$ cat src/rtl/rns_33_32_31_pkg.sv
// Shared constants and types for the {33, 32, 31} residue number system.
package rns_33_32_31_pkg;

    localparam int M1 = 33;
    localparam int M2 = 32;
    localparam int M3 = 31;
    localparam int M  = 32736;

    localparam int W1 = 6;
    localparam int W2 = 5;
    localparam int W3 = 5;
    localparam int WB = 15;

    // Chunk width used when splitting the binary operand (32 = 2^5).
    localparam int WC = 5;

    // Width of the un-reduced chunk sums (max 95).
    localparam int WS = 7;

    // First value outside the dynamic range.
    localparam logic [WB-1:0] X_LIMIT = WB'(M);

    // Stage-1 pipeline payload: partial sums awaiting reduction.
    typedef struct packed {
        logic [WS-1:0] s31;
        logic [WS-1:0] s33;
        logic [WC-1:0] c0;
        logic          rng;
    } s1_t;

endpackage

$ cat src/rtl/mod31_fold.sv
// End-around-carry reduction of a 7-bit sum (0..127) to a residue mod 31.
module mod31_fold
    import rns_33_32_31_pkg::*;
(
    input  logic [WS-1:0] sum,
    output logic [W3-1:0] res
);

    logic [5:0]    t;
    logic [W3-1:0] u;

    // Two folds (32 == 1 mod 31) then map the double representation of zero.
    always_comb begin
        t   = {1'b0, sum[4:0]} + {4'b0, sum[6:5]};
        // t <= 34, so the second fold never carries out of 5 bits.
        u   = t[4:0] + {4'b0, t[5]};
        res = (u == 5'd31) ? 5'd0 : u;
    end

endmodule

$ cat src/rtl/forward_converter_33_32_31.sv
// Two-stage binary-to-RNS forward converter for moduli {33, 32, 31}
// with valid/ready handshaking on both sides.
module forward_converter_33_32_31
    import rns_33_32_31_pkg::*;
(
    input  logic          clk,
    input  logic          rst,
    input  logic          in_valid,
    output logic          in_ready,
    input  logic [WB-1:0] in_data,
    output logic          out_valid,
    input  logic          out_ready,
    output logic [W1-1:0] x1,
    output logic [W2-1:0] x2,
    output logic [W3-1:0] x3,
    output logic          range_err,
    output logic          err_sticky
);

    logic          v1_reg;
    logic          v2_reg;
    logic          adv1;
    logic          adv2;
    s1_t           s1_reg;
    s1_t           s1_next;
    logic [WC-1:0] chunk [3];
    logic [W1-1:0] x1_next;
    logic [W3-1:0] x3_next;
    logic [W1-1:0] x1_reg;
    logic [W2-1:0] x2_reg;
    logic [W3-1:0] x3_reg;
    logic          range_err_reg;
    logic          err_sticky_reg;

    // Split the operand into base-32 digits.
    for (genvar gi = 0; gi < 3; gi++) begin : g_chunk
        assign chunk[gi] = in_data[gi*WC +: WC];
    end

    // Backpressure chain: a stage advances when its successor can take data.
    assign adv2      = ~v2_reg | out_ready;
    assign adv1      = ~v1_reg | adv2;
    assign in_ready  = adv1;
    assign out_valid = v2_reg;

    // Stage-1 arithmetic: digit sums exploiting 32 == 1 (mod 31) and 32 == -1 (mod 33).
    always_comb begin
        s1_next.s31 = {2'b0, chunk[0]} + {2'b0, chunk[1]} + {2'b0, chunk[2]};
        // 33 - c1 keeps the mod-33 sum non-negative (range 2..95).
        s1_next.s33 = {2'b0, chunk[0]} + {2'b0, chunk[2]}
                    + (WS'(M1) - {2'b0, chunk[1]});
        s1_next.c0  = chunk[0];
        s1_next.rng = (in_data >= X_LIMIT);
    end

    mod31_fold u_fold31 (
        .sum (s1_reg.s31),
        .res (x3_next)
    );

    // Stage-2 mod-33 reduction by conditional subtraction of 66 then 33.
    always_comb begin
        logic [WS-1:0] a;
        logic [WS-1:0] b;
        a       = (s1_reg.s33 >= WS'(2*M1)) ? s1_reg.s33 - WS'(2*M1) : s1_reg.s33;
        b       = (a >= WS'(M1)) ? a - WS'(M1) : a;
        x1_next = W1'(b);
    end

    // Stage-1 registers: load whenever the stage can advance.
    always_ff @(posedge clk) begin
        if (rst) begin
            v1_reg <= 1'b0;
            s1_reg <= '0;
        end else if (adv1) begin
            v1_reg <= in_valid;
            s1_reg <= s1_next;
        end
    end

    // Stage-2 (output) registers: hold while downstream stalls.
    always_ff @(posedge clk) begin
        if (rst) begin
            v2_reg        <= 1'b0;
            x1_reg        <= '0;
            x2_reg        <= '0;
            x3_reg        <= '0;
            range_err_reg <= 1'b0;
        end else if (adv2) begin
            v2_reg        <= v1_reg;
            x1_reg        <= x1_next;
            x2_reg        <= s1_reg.c0;
            x3_reg        <= x3_next;
            range_err_reg <= s1_reg.rng;
        end
    end

    // Sticky error: any accepted out-of-range operand, cleared only by reset.
    always_ff @(posedge clk) begin
        if (rst) begin
            err_sticky_reg <= 1'b0;
        end else if (in_valid && adv1 && s1_next.rng) begin
            err_sticky_reg <= 1'b1;
        end
    end

    assign x1         = x1_reg;
    assign x2         = x2_reg;
    assign x3         = x3_reg;
    assign range_err  = range_err_reg;
    assign err_sticky = err_sticky_reg;

endmodule
$ cat config.mk
export PLATFORM = sky130hd
export DESIGN_NAME = forward_converter_33_32_31
export DESIGN_NICKNAME = d
export VERILOG_FILES = /design/src/rtl/rns_33_32_31_pkg.sv /design/src/rtl/mod31_fold.sv /design/src/rtl/forward_converter_33_32_31.sv
export SDC_FILE = /design/constraint.sdc
export NUM_CORES = 1
export LEC_CHECK = 0
export CAP_MARGIN = 20
export CORE_MARGIN = 1
export CORE_UTILIZATION = 65
export CTS_CLUSTER_SIZE = 24
export DETAILED_ROUTE_END_ITERATION = 10
export DONT_BUFFER_PORTS = 1
export PLACE_DENSITY = 0.91
export SETUP_SLACK_MARGIN = 0.1
export SYNTH_ARGS = -nofsm -noshare
export SYNTH_HDL_FRONTEND = slang
export SYNTH_SLANG_ARGS = --single-unit
$ cat constraint.sdc
create_clock -name clk -period 5.96 [get_ports clk]
set_input_delay 1.192 -clock clk [delete_from_list [all_inputs] [get_ports clk]]
set_output_delay 1.192 -clock clk [all_outputs]
set_load 0.005 [all_outputs]
After elaboration in Yosys (flattened, before gate mapping)

Cells that the tools add are included.

Add/sub/neg operators: 9
Multipliers: 0
Div/mod/pow operators: 0
$lt $le $gt $ge: 3
Equal/unequal tests: 1
Shifts and indexed selects: 0
Mux-type cells: 3
Bitwise logic cells: 4
Reduce and logical (&&, ||, !) cells: 2

Operators by type and width:

| kind                   | number |
|---|---|
| $ge A15 B15 Y1 const B | 1 |
| $add A5 B5 Y6          | 2 |
| $add A6 B5 Y7          | 1 |
| $add A6 B7 Y7          | 1 |
| $ge A7 B6 Y1 const B   | 1 |
| $ge A7 B7 Y1 const B   | 1 |
| $mux W7                | 1 |
| $sub A6 B5 Y7 const A  | 1 |
| $sub A7 B7 Y7 const B  | 1 |
| $add A5 B2 Y6          | 1 |
| $mux W6                | 1 |
| $sub A6 B6 Y6 const B  | 1 |
| $add A5 B1 Y5          | 1 |
| $eq A5 B5 Y1 const B   | 1 |
| $mux W5                | 1 |
| $logic_and A1 B1 Y1    | 2 |
| $not A1 Y1             | 2 |
| $or A1 B1 Y1           | 2 |

Flip-flop bits (word level): 40
Bits in latches: 0
Bits in writable memories: 0
ROM bits: 0
Input port bits: 19
Output and inout port bits: 20
Logic and storage cells: 33
Memories: 0

Depth between registers and ports, before layout

Word-level depth: 5
Mapped depth: 14
Depth with buffers taken out: 13

Modules after synthesis

Synthesis repeated with hierarchy kept, for this count alone.

Cell total of the unflattened synthesis: 332
Area, all modules: 2777.7 sq um

By module, submodules not included:

| module                     | instances | cells an instance | area each (sq um) | seq. area each (sq um) |
|---|---|---|---|---|
| forward_converter_33_32_31 | 1         | 301               | 2502.4            | 800.8 |
| mod31_fold                 | 1         | 31                | 275.3             | 0.0 |

Least setup slack after synthesis

Ideal clock, no wire load.

Kind: input port to output port
Start: input out_ready
End: output in_ready
Arrival time: 1.952 ns
Required time: 4.768 ns
Path slack: 2.816 ns
Cell stages on the path: 5
Path buffers: 2
Cell sequence: nor2b_1 clkbuf_1 and2_0 inv_1 clkbuf_1

Word-level cells in the longest chain between the ends: 2

RTL lines:

| what         | RTL line                         | RTL |
|---|---|---|
| from (decl)  | forward_converter_33_32_31.sv:12 | `input logic out_ready,` |
| $or A1 B1 Y1 | forward_converter_33_32_31.sv:41 | `assign adv2 = ~v2_reg \| out_ready;` |
| $or A1 B1 Y1 | forward_converter_33_32_31.sv:42 | `assign adv1 = ~v1_reg \| adv2;` |
| to (decl)    | forward_converter_33_32_31.sv:9  | `output logic in_ready,` |

No other way between the ends.

Worst setup path in the final report

Ends and elaborated chain as after synthesis.

==> reports/qor.yml <==
grt_usage_pct: 28.6
criticalPathCategory: "in -> out"
globalRouteOverflowTotal: 0
skew_ps: 5.41
ys_top_cells_by_area: "dfxtp_1 30%, fa_1 9.1%, ha_1 8.5%"
power_frac_seq_pct: 42.3
via_per_inst: 5.95
reg2reg_slack_ps: 2720
antenna_found_initial: 0
critPathMaxFanout: 22
fin_nets: 367
cts_setup_buffers: 0
grt_pass1_wl_um: 9280
cts_max_level: 2
ys.flop_type: "dfxtp_1"
design.core.area_um2: 3770
clock_power_share_pct: 28.5
synth_cells: 325
wirelength_um: 5500
cts-hold-fix-buffers: 0
clock_path_buffers: 2
cts_made_buffers: 5
fillers: 273
clk_pin_slew_ps: 70
top_layer: "met4"
drt_first_iter_violations: 126
synth_top_area_share_pct: 30.4
finalMaxSlewViolations: 0
p_sw_share_pct: 33.1
synth_top_area_cell: "dfxtp_1"
pwr-share-comb_pct: 29.2
cap_violations: 0
rsz0062_at_grt: "false"
rows: 22
p_sw_mw: 0.274
p_total_mw: 0.827
crit_arrival_ps: 2760
cts_sinks: 40
status: "finished, final reports clean"
dieWidth_um: 65.7
post-dp-hpwl_um: 4040
initial_core_util_pct: 69.9
synthDistinctLibCells: 45
slew_headroom_pct: 33.8
die_area_um2: 4320
regArea_um2: 801
multi_input_area_um2: 1650
hold_path.class: "reg -> reg"
synth_most_common_cell: "nand2_1"
synth_fp_nets: 374
hold_viol_final: 0
cts_tree: "yes"
period_share_pct: 66.3
ir_drop_uv: 154
clock_latency_ps: 300
power_density_nw_per_um2: 300
ys_ff_latch: 40
cts.repair.resized: 0
final_layout_size_suffix_gt1_share_pct: 5.64
wl_met2_um: 2590
route.detailed.drc: 0
finalSetupViolCount: 0
async_reset_ff_share_pct: 0
synth-warning-count: 0
first_global_vias: 2128
seq_area_frac_synth_pct: 30.4
vias: 2184
start_kind: "input port"
root_buffer: "clkbuf_8"
wl_met1_um: 2330
largest_register_ff_count: 20
synth_common_cells: "49 x nand2_1, 40 x dfxtp_1, 35 x a21oi_1, 33 x inv_1, 22 x nor2_1"
grt_max_degree: 41
io_buffers: 0
area_delta_synth_final_pct: 4.70
r2r_cells: 13
synth_area_per_cell_um2: 8.12
leakage_nw: 1.22
synth-edff-count: 0
first_pass_iters: 4
fmax_mhz: 253
tightestPinTransition_ps: 992
syn_area_um2: 2640
ant_nets: 0
die_h_um: 65.7
fin_setup_tns_ps: 0
min_period_ps: 3950
worstSetupEndpointType: "output pin"
wl_met3_um: 418
hold_depth: 2
wire_per_inst_um: 15.0
crit_required_ps: 4770
antenna-diode-count: 0
cell_internal_pwr_mw: 0.553
boundaryPins: 39
place_congestion: 0.884
==> cells by family after synthesis <==
logic type,after synthesis,share of synthesized area (%)
AO/OA/AOI/OAI,78,18.7
XOR/XNOR,15,4.98
adder cells (fa/ha/maj),30,17.6
buffers and inverters,48,7.16
flip-flops,40,30.4
AND/OR/NAND/NOR,114,21.1
==> critical path, stage by stage <==
cell     delay [ps]
nor2b_1         740
and2_0          240
buf_4           240
inv_1           340
==> cell type report <==
class	instances	area share, %
multi-input combinational	237	59.7
timing repair buffer	1	0.272
inverter	33	4.49
clock buffer	6	2.99
sequential	40	29.0
clock inverter	2	1.40
tap	48	2.17
==> power groups by stage <==
stage,clock network (mW),registers [mW],logic [mW]
3_5_place_dp,0,0.354,0.237
4_1_cts,0.239,0.349,0.241
6_report,0.236,0.350,0.242
5_1_grt,0.253,0.356,0.274
2_1_floorplan,0,0.336,0.210
3_3_place_gp,0,0.352,0.225
==> final timing paths <==
check | to | from
max reg2reg | x3[4] | s1_reg[14]
min reg2reg | s1_reg[4] | s1_reg[4]
max | in_ready | out_ready
min | s1_reg[4] | s1_reg[4]
==> per-stage QoR <==
| step | std cells | utilization [%] | worst slack (ps) | hold WS, ps | area (um^2) |
|---|---|---|---|---|---|
| 2_1_floorplan | 325 | - | 2820 | 432 | 2640 |
| 3_3_place_gp | 359 | 70.0 | 2080 | 436 | 2640 |
| 3_5_place_dp | 359 | 70.0 | 2040 | 442 | 2640 |
| 4_1_cts | 367 | 73.2 | 2040 | 453 | 2760 |
| 5_1_grt | 367 | 73.2 | 1870 | 473 | 2760 |
| 6_report | 367 | 73.2 | 2010 | 454 | 2760 |
==> routing by layer <==
layer / GRT usage (%) / up-vias
met5: 0 / -
met4: 14.1 / 0
met3: 10.4 / 13
met2: 46.4 / 94
met1: 32.9 / 1001
li1: - / 1076
==> layout by cell type (no fill, tap or decap), types with 3 or more instances in the layout <==
cell type,n
xor2_1,7
fa_1,12
dfxtp_1,40
nor2b_1,3
o21ai_0,13
xnor2_1,8
nor2_1,22
inv_1,33
a211oi_1,8
ha_1,18
nand2_1,49
nand4_1,3
nand2b_1,6
a21o_1,5
nand3_1,3
a21oi_1,35
clkbuf_8,6
a22o_1,3
and3_1,4
and2_1,3
nor3_1,7
(Power assumes the default switching activity.)
